## config.mk

```make
export PLATFORM = sky130hd
export DESIGN_NAME = coax_fire_ctrl
export DESIGN_NICKNAME = d
export VERILOG_FILES = /design/src/rtl/coax_fire_ctrl.sv
export SDC_FILE = /design/constraint.sdc
export NUM_CORES = 1
export LEC_CHECK = 0
export BUFFER_PORTS_ARGS = -buffer_cell sky130_fd_sc_hd__buf_2
export CAP_MARGIN = 25
export CORE_UTILIZATION = 44
export CTS_CLUSTER_DIAMETER = 30
export DETAILED_ROUTE_END_ITERATION = 7
export GPL_TIMING_DRIVEN = 0
export SLEW_MARGIN = 20
export SYNTH_ARGS = -nofsm -noshare
export SYNTH_HDL_FRONTEND = slang
export SYNTH_SLANG_ARGS = --single-unit
```

## constraint.sdc

```tcl
create_clock -name clk_adc -period 5.25 [get_ports clk_adc]
set_input_delay 0.525 -clock clk_adc [delete_from_list [all_inputs] [get_ports clk_adc]]
set_output_delay 0.525 -clock clk_adc [all_outputs]
set_load 0.03 [all_outputs]
```

## src/rtl/coax_fire_ctrl.sv

```systemverilog
`default_nettype none
// ============================================================================
// Module   : coax_fire_ctrl
// Purpose  : Per-channel trigger sequencer for the coax output path. A rising
//            edge on a coax input launches a fixed-width output pulse of
//            firingticks cycles, followed by a dead window of deadticks
//            cycles during which further edges on that channel are ignored.
//            Accepted triggers on the low NHIST channels are counted into
//            saturating histogram bins that can be read back one at a time.
// Revision : 1.0 - initial release
// ----------------------------------------------------------------------------
// Ports:
//   clk_adc     in   1              ADC clock, all logic on its rising edge
//   nrst        in   1              synchronous active-low reset
//   coax_in     in   NCH            trigger inputs (already in clk_adc domain)
//   deadticks   in   8              dead-window length in cycles
//   firingticks in   8              output pulse length in cycles, 0 = off
//   enable      in   1              low blocks acceptance of new triggers
//   resethist   in   1              synchronous clear of all histogram bins
//   hist_sel    in   clog2(NHIST)   histogram bin to read
//   coax_out    out  NCH            registered shaped output pulses
//   busy        out  NCH            channel is firing or in its dead window
//   hist_data   out  CNTW           registered value of the selected bin
// ============================================================================
module coax_fire_ctrl #(
    parameter int NCH   = 16,
    parameter int NHIST = 4,
    parameter int CNTW  = 32
) (
    input  logic                                          clk_adc,
    input  logic                                          nrst,
    input  logic [NCH-1:0]                                coax_in,
    input  logic [7:0]                                    deadticks,
    input  logic [7:0]                                    firingticks,
    input  logic                                          enable,
    input  logic                                          resethist,
    input  logic [((NHIST > 1) ? $clog2(NHIST) : 1)-1:0]  hist_sel,
    output logic [NCH-1:0]                                coax_out,
    output logic [NCH-1:0]                                busy,
    output logic [CNTW-1:0]                               hist_data
);

    localparam int C_HSELW = (NHIST > 1) ? $clog2(NHIST) : 1;

    typedef enum logic [1:0] {
        ST_IDLE = 2'd0,
        ST_FIRE = 2'd1,
        ST_DEAD = 2'd2
    } state_t;

    // ------------------------------------------------------------------------
    // Per-channel state
    // ------------------------------------------------------------------------
    state_t          r_state     [NCH];
    logic [7:0]      r_cnt       [NCH];
    logic [7:0]      r_dead_snap [NCH];
    logic [NCH-1:0]  r_prev;

    logic [NCH-1:0]  w_edge;
    logic [NCH-1:0]  w_accept;
    logic            w_fire_ok;

    // Histogram bins
    logic [CNTW-1:0] r_hist [NHIST];

    // ------------------------------------------------------------------------
    // Edge detect and trigger acceptance
    // ------------------------------------------------------------------------
    // r_prev resets to all ones so that an input already high when reset
    // releases is not mistaken for a fresh rising edge.
    assign w_edge    = coax_in & ~r_prev;
    assign w_fire_ok = enable && (firingticks != 8'd0);

    always_comb begin
        w_accept = '0;
        for (int i = 0; i < NCH; i++) begin
            w_accept[i] = w_edge[i] && w_fire_ok && (r_state[i] == ST_IDLE);
        end
    end

    // ------------------------------------------------------------------------
    // Channel sequencers
    // ------------------------------------------------------------------------
    // coax_out and busy are registered alongside the state so that they
    // reflect the state being entered: an edge sampled in cycle t drives
    // coax_out for cycles t+1 .. t+firingticks.
    always_ff @(posedge clk_adc) begin
        if (!nrst) begin
            r_prev   <= '1;
            coax_out <= '0;
            busy     <= '0;
            for (int i = 0; i < NCH; i++) begin
                r_state[i]     <= ST_IDLE;
                r_cnt[i]       <= 8'd0;
                r_dead_snap[i] <= 8'd0;
            end
        end else begin
            r_prev <= coax_in;
            for (int i = 0; i < NCH; i++) begin
                case (r_state[i])
                    ST_IDLE: begin
                        if (w_accept[i]) begin
                            // Dead length is captured now; firing length is
                            // consumed directly by the down-counter load.
                            r_dead_snap[i] <= deadticks;
                            r_cnt[i]       <= firingticks - 8'd1;
                            r_state[i]     <= ST_FIRE;
                            coax_out[i]    <= 1'b1;
                            busy[i]        <= 1'b1;
                        end
                    end
                    ST_FIRE: begin
                        if (r_cnt[i] != 8'd0) begin
                            r_cnt[i] <= r_cnt[i] - 8'd1;
                        end else if (r_dead_snap[i] != 8'd0) begin
                            r_cnt[i]    <= r_dead_snap[i] - 8'd1;
                            r_state[i]  <= ST_DEAD;
                            coax_out[i] <= 1'b0;
                        end else begin
                            r_state[i]  <= ST_IDLE;
                            coax_out[i] <= 1'b0;
                            busy[i]     <= 1'b0;
                        end
                    end
                    ST_DEAD: begin
                        // Edges arriving here are dropped, not queued.
                        if (r_cnt[i] != 8'd0) begin
                            r_cnt[i] <= r_cnt[i] - 8'd1;
                        end else begin
                            r_state[i] <= ST_IDLE;
                            busy[i]    <= 1'b0;
                        end
                    end
                    default: begin
                        r_state[i]  <= ST_IDLE;
                        coax_out[i] <= 1'b0;
                        busy[i]     <= 1'b0;
                    end
                endcase
            end
        end
    end

    // ------------------------------------------------------------------------
    // Histogram bins for the low channels
    // ------------------------------------------------------------------------
    // Clear wins over a same-cycle increment; bins stick at all-ones.
    generate
        for (genvar h = 0; h < NHIST; h++) begin : g_hist
            always_ff @(posedge clk_adc) begin
                if (!nrst) begin
                    r_hist[h] <= '0;
                end else if (resethist) begin
                    r_hist[h] <= '0;
                end else if (w_accept[h] && (r_hist[h] != {CNTW{1'b1}})) begin
                    r_hist[h] <= r_hist[h] + {{(CNTW-1){1'b0}}, 1'b1};
                end
            end
        end
    endgenerate

    // ------------------------------------------------------------------------
    // Readout: samples the bin before this cycle's update lands.
    // ------------------------------------------------------------------------
    always_ff @(posedge clk_adc) begin
        if (!nrst) begin
            hist_data <= '0;
        end else if (32'(hist_sel) < NHIST) begin
            hist_data <= r_hist[hist_sel];
        end else begin
            hist_data <= '0;
        end
    end

    logic w_unused_hsel;
    assign w_unused_hsel = ^{C_HSELW{1'b0}};

endmodule
`default_nettype wire

```

# ---- Yosys cells after proc, flatten, opt, wreduce, memory -nomap -nowiden
# Memories as Yosys holds them, arrays and structs flattened. A register that Yosys moved wholly into a read port is not among the register bits.
# Index checks and enable logic that the tools add are counted.
dict set report totals {
  ff_bits 48
  latch_bits 0
  ram_bits 416
  romBits 0
  output_inout_bits 64
  elab_cells 1227
  n_memories 4
}
dict set report op_classes {
  add_sub_neg 37
  mul 0
  n_div 0
  magnitude_cmp 0
  n_eq_ne 100
  shift 0
  mux 732
  n_bitwise 186
  reduce_logical 135
}
# name words word_bits rd rd_ports_with_merged_regs write_ports line_no
set memory_table {}
lappend memory_table {r_cnt 16 8 16 0 16 55} ;# logic [7:0] r_cnt [NCH];
lappend memory_table {r_dead_snap 16 8 16 0 16 56} ;# logic [7:0] r_dead_snap [NCH];
lappend memory_table {r_hist 4 32 5 1 4 64} ;# logic [CNTW-1:0] r_hist [NHIST];
lappend memory_table {r_state 16 2 16 0 16 54} ;# state_t r_state [NCH];
# cell count
set ops {}
lappend ops {{two-way mux 8 bit} 80}
lappend ops {{two-way mux 1 bit} 532}
lappend ops {{nonzero test 8 bit} 33}
lappend ops {{subtractor 8 x 1 -> 8 bit, second input constant} 33}
lappend ops {{two-way mux 32 bit} 8}
lappend ops {{OR 1 bit} 168}
lappend ops {{two-way mux 2 bit} 80}
lappend ops {{adder 32 x 1 -> 32 bit, second input constant} 4}
lappend ops {{inequality test 2 bit, second input constant} 64}
lappend ops {{inequality test 32 bit, second input constant} 4}
lappend ops {{one-hot mux 1 bit (3 select lines)} 32}
lappend ops {{AND reduction 4 bit} 16}
lappend ops {{AND reduction 3 bit} 16}
lappend ops {{OR reduction 3 bit} 16}
lappend ops {{logical AND 1 bit} 37}
lappend ops {{equality test 2 x 1 -> 1 bit, second input constant} 16}
lappend ops {{equality test 2 bit, second input constant} 16}
lappend ops {{logical NOT 2 bit} 16}
lappend ops {{AND 16 bit} 1}
lappend ops {{NOT 1 bit} 16}
lappend ops {{NOT 16 bit} 1}
lappend ops {{logical NOT 1 bit} 1}

# ---- Longest topological paths before layout
dict set report depth {
  word_depth 13
  mapped_depth 11
}

# ---- Least setup slack after synthesis
# No wires, ideal clock.
dict set report synth_timing {
  path_kind {in2reg}
  startpoint {input port firingticks[0]}
  endpoint {memory r_hist[2][0], enable pin}
  arrival_ps 3846
  required_ps 4784
  slack_ps 939
  path_stages 8
  path_cell_list {inv_1 ha_1 nand2b_1 o31a_1 buf_6 nand2_1 buf_2 o21ai_0}
}
# item line_no
set synth_lines {}
lappend synth_lines {{from (decl)} 34} ;# input logic [7:0] firingticks,
lappend synth_lines {{to (decl)} 64}

==> impl_metrics.yaml <==
yosys:
  async_flop_share: 0
  yosys_most_used_dff: "edfxtp_1"
  avgSynthCellArea_um2: 10.26
  synth_area_um2: 27920
  synth.distinct_cells: 99
  synth-warning-count: 0
  syn_inst: 2722
  yosysMostFrequentCell: "edfxtp_1"
  synth_seq_cells: 496
  synthTopCellsByCount: "edfxtp_1 (416), nor2_1 (369), nand2_1 (234)"
  yosys.area.top_type_share: 0.4475
  yosysTopAreaCell: "edfxtp_1"
  synthesis.nets: 2798
  synth.area.top_cells: "edfxtp_1 (45%), dfxtp_1 (5.7%), xor2_1 (5.3%)"
  synth_edf_count: 416
  seq_area_frac_synth: 0.5049
power_and_ir_drop:
  leakagePower_nw: 12.51
  fin_total_pwr_mw: 13.52
  peakVddDrop_uv: 271.3
  power_density_nw_per_um2: 403.7
clocking:
  root_buffer: "clkbuf_16"
  clk_path_buf_depth: 3
  cts_setup_buffers: 0
  htreeDepth: 3
  clock-sinks: 496
  clkLatencyLatePin_ps: 670
  cts_buffers: 112
  clk_pin_slew_worst_paths_ps: 50
  holdBufCountCts: 0
  cts_resized: 0
  cts_tree: "built"
grt:
  antenna_found_initial: 1
  grt_pass1_vias: 21480
  grtUsageTotal: 0.2563
  grt_first_pass_wirelength_mm: 125.4
  grt_max_degree: 33
  grt_overflow_total: 0
worst_setup_path:
  cp.arrival_ps: 4740
  crit_type: "in -> reg"
  critPathRequiredTime_ps: 5490
  crit_path_start_kind: "input pin"
  path_max_fanout: 10
  cp-end-kind: "flip-flop"
timing:
  slew-limit-headroom: 0.2454
  setup_violations: 0
  hold_viol: 0
  tightest_slew_ps: 1128
  fin_crit_sh: 0.8568
  fmaxAchievable_ghz: 0.2223
  rsz0062_at_grt: "no"
  drv_slew: 0
  clock_skew_ps: 38.51
  post-route-min-period_ps: 4498
floorplanning:
  core_area_um2: 62170
  die_w_um: 253.9
  start_util: 0.4490
  fp.dieArea_um2: 64460
  std_cell_rows: 91
  fp.dieH_um: 253.9
  pin_count: 102
hold_path:
  min_path_type: "in -> reg"
route:
  avgRoutedWirePerCell_um: 21.39
  wl_met2_mm: 39.11
  wl_met1_mm: 35.21
  first_iter_violations: 2279
  drc_errors: 0
  wl_mm: 83.14
  postRouteAntennaNets: 0
  met3WireLength_mm: 5.931
  dr.pass1.iters: 6
  top_layer: "met4"
  vias: 22550
  avgViaCountPerCell: 5.801
layout:
  fin_nets: 3026
  drive_gt1_frac: 0.1512
  final_util: 0.5389
  syn2layout_area_growth_pct: 20.00
place:
  io_buffers: 99
  dp_hpwl_mm: 57.84
  gp_congestion: 0.8891
job:
  maxCapViolCount: 0
run_status:
  outcome: "finished clean"
## sequential cells by signal, summed over array words and instances (netlist names)
name	flops
r_hist	128
r_cnt	128
hist_data	32
coax_out	16
busy	16
r_prev	16
r_state	32
r_dead_snap	128
## area by class of cell
type / instances / area (µm²)
Buffer: 119 / 540.5
Multi-Input combinational cell: 1990 / 12910
Clock buffer: 139 / 3055
Tap cell: 837 / 1047
Antenna cell: 1 / 2.502
Inverter: 117 / 439.2
Clock inverter: 74 / 748.2
Sequential cell: 496 / 14090
Fill cell: 5528 / 28670
Timing Repair Buffer: 114 / 666.9
## critical path: stages
cell      delay (ps)
buf_2            390
buf_2            490
buf_2            490
buf_1            870
clkbuf_1         790
clkbuf_2         640
nand3_1          500
## metal layers
metal / GRT usage / vias to the layer above
met4: 0.1059 / 0
met1: 0.3381 / 11030
met5: 0 / -
li1: - / 10470
met2: 0.4162 / 888
met3: 0.04404 / 163
## where the power goes
group / leakage (nW) / switching [mW] / internal, mW / total [mW]
clock network: 1.84 / 2.33 / 4.52 / 6.86
logic: 5.57 / 1.05 / 0.655 / 1.70
registers: 5.10 / 0.299 / 4.67 / 4.97
total: 12.5 / 3.68 / 9.85 / 13.5
## kinds of logic (layout without fill, tap and decap cells)
logic type,after synthesis,count (layout),synth area share
DFF,496,496,0.5049
AOI/OAI and AO/OA,429,429,0.1021
muxes,43,43,0.02990
and+or+nand+nor,1163,1163,0.2113
xor gates and xnor gates,305,305,0.09569
adders and majority gates,50,50,0.02134
buffers and inverters,236,563,0.03474
other,0,1,0
## worst paths after layout
| check | from | to | slack (ps) | cells after the start |
|---|---|---|---|---|
| hold / removal | coax_in[1] | r_prev[1]$_SDFF_PN1_ | 70 | 2 |
| setup reg to reg | r_hist[3][0]$_SDFFCE_PN0P_ | r_hist[3][4]$_SDFFCE_PN0P_ | 1640 | 6 |
| hold reg to reg | coax_out[6]$_SDFFE_PN0P_ | coax_out[6]$_SDFFE_PN0P_ | 460 | 2 |
| setup / recovery | nrst | r_cnt[0][38]$_SDFFCE_PN0P_ | 750 | 7 |
## through the flow
step | hold slack (ps) | TNS (ps) | worst slack, ps | cells | instance area [µm²]
3_3_place_gp | 450.3 | -90230 | -1446 | 3658 | 29460
4_1_cts | 40.37 | 0 | 763.0 | 3883 | 33480
5_1_grt | 73.10 | 0 | 745.5 | 3886 | 33500
6_report | 71.56 | 0 | 751.8 | 3887 | 33500
2_1_floorplan | 538.8 | 0 | 938.7 | 2722 | 27920
3_5_place_dp | 453.0 | 0 | 108.4 | 3670 | 29680
## cell usage in the layout (no fill, tap or decap), drive strengths merged, types with 80 or more instances in the layout
master / count
a21oi: 98
clkbuf: 219
buf: 153
xor2: 169
nor3: 99
nor2: 371
edfxtp: 416
o21ai: 100
nand2: 242
nand3: 112
xnor2: 136
inv: 119
dfxtp: 80
No activity file was read; power rests on OpenSTA's default activity.
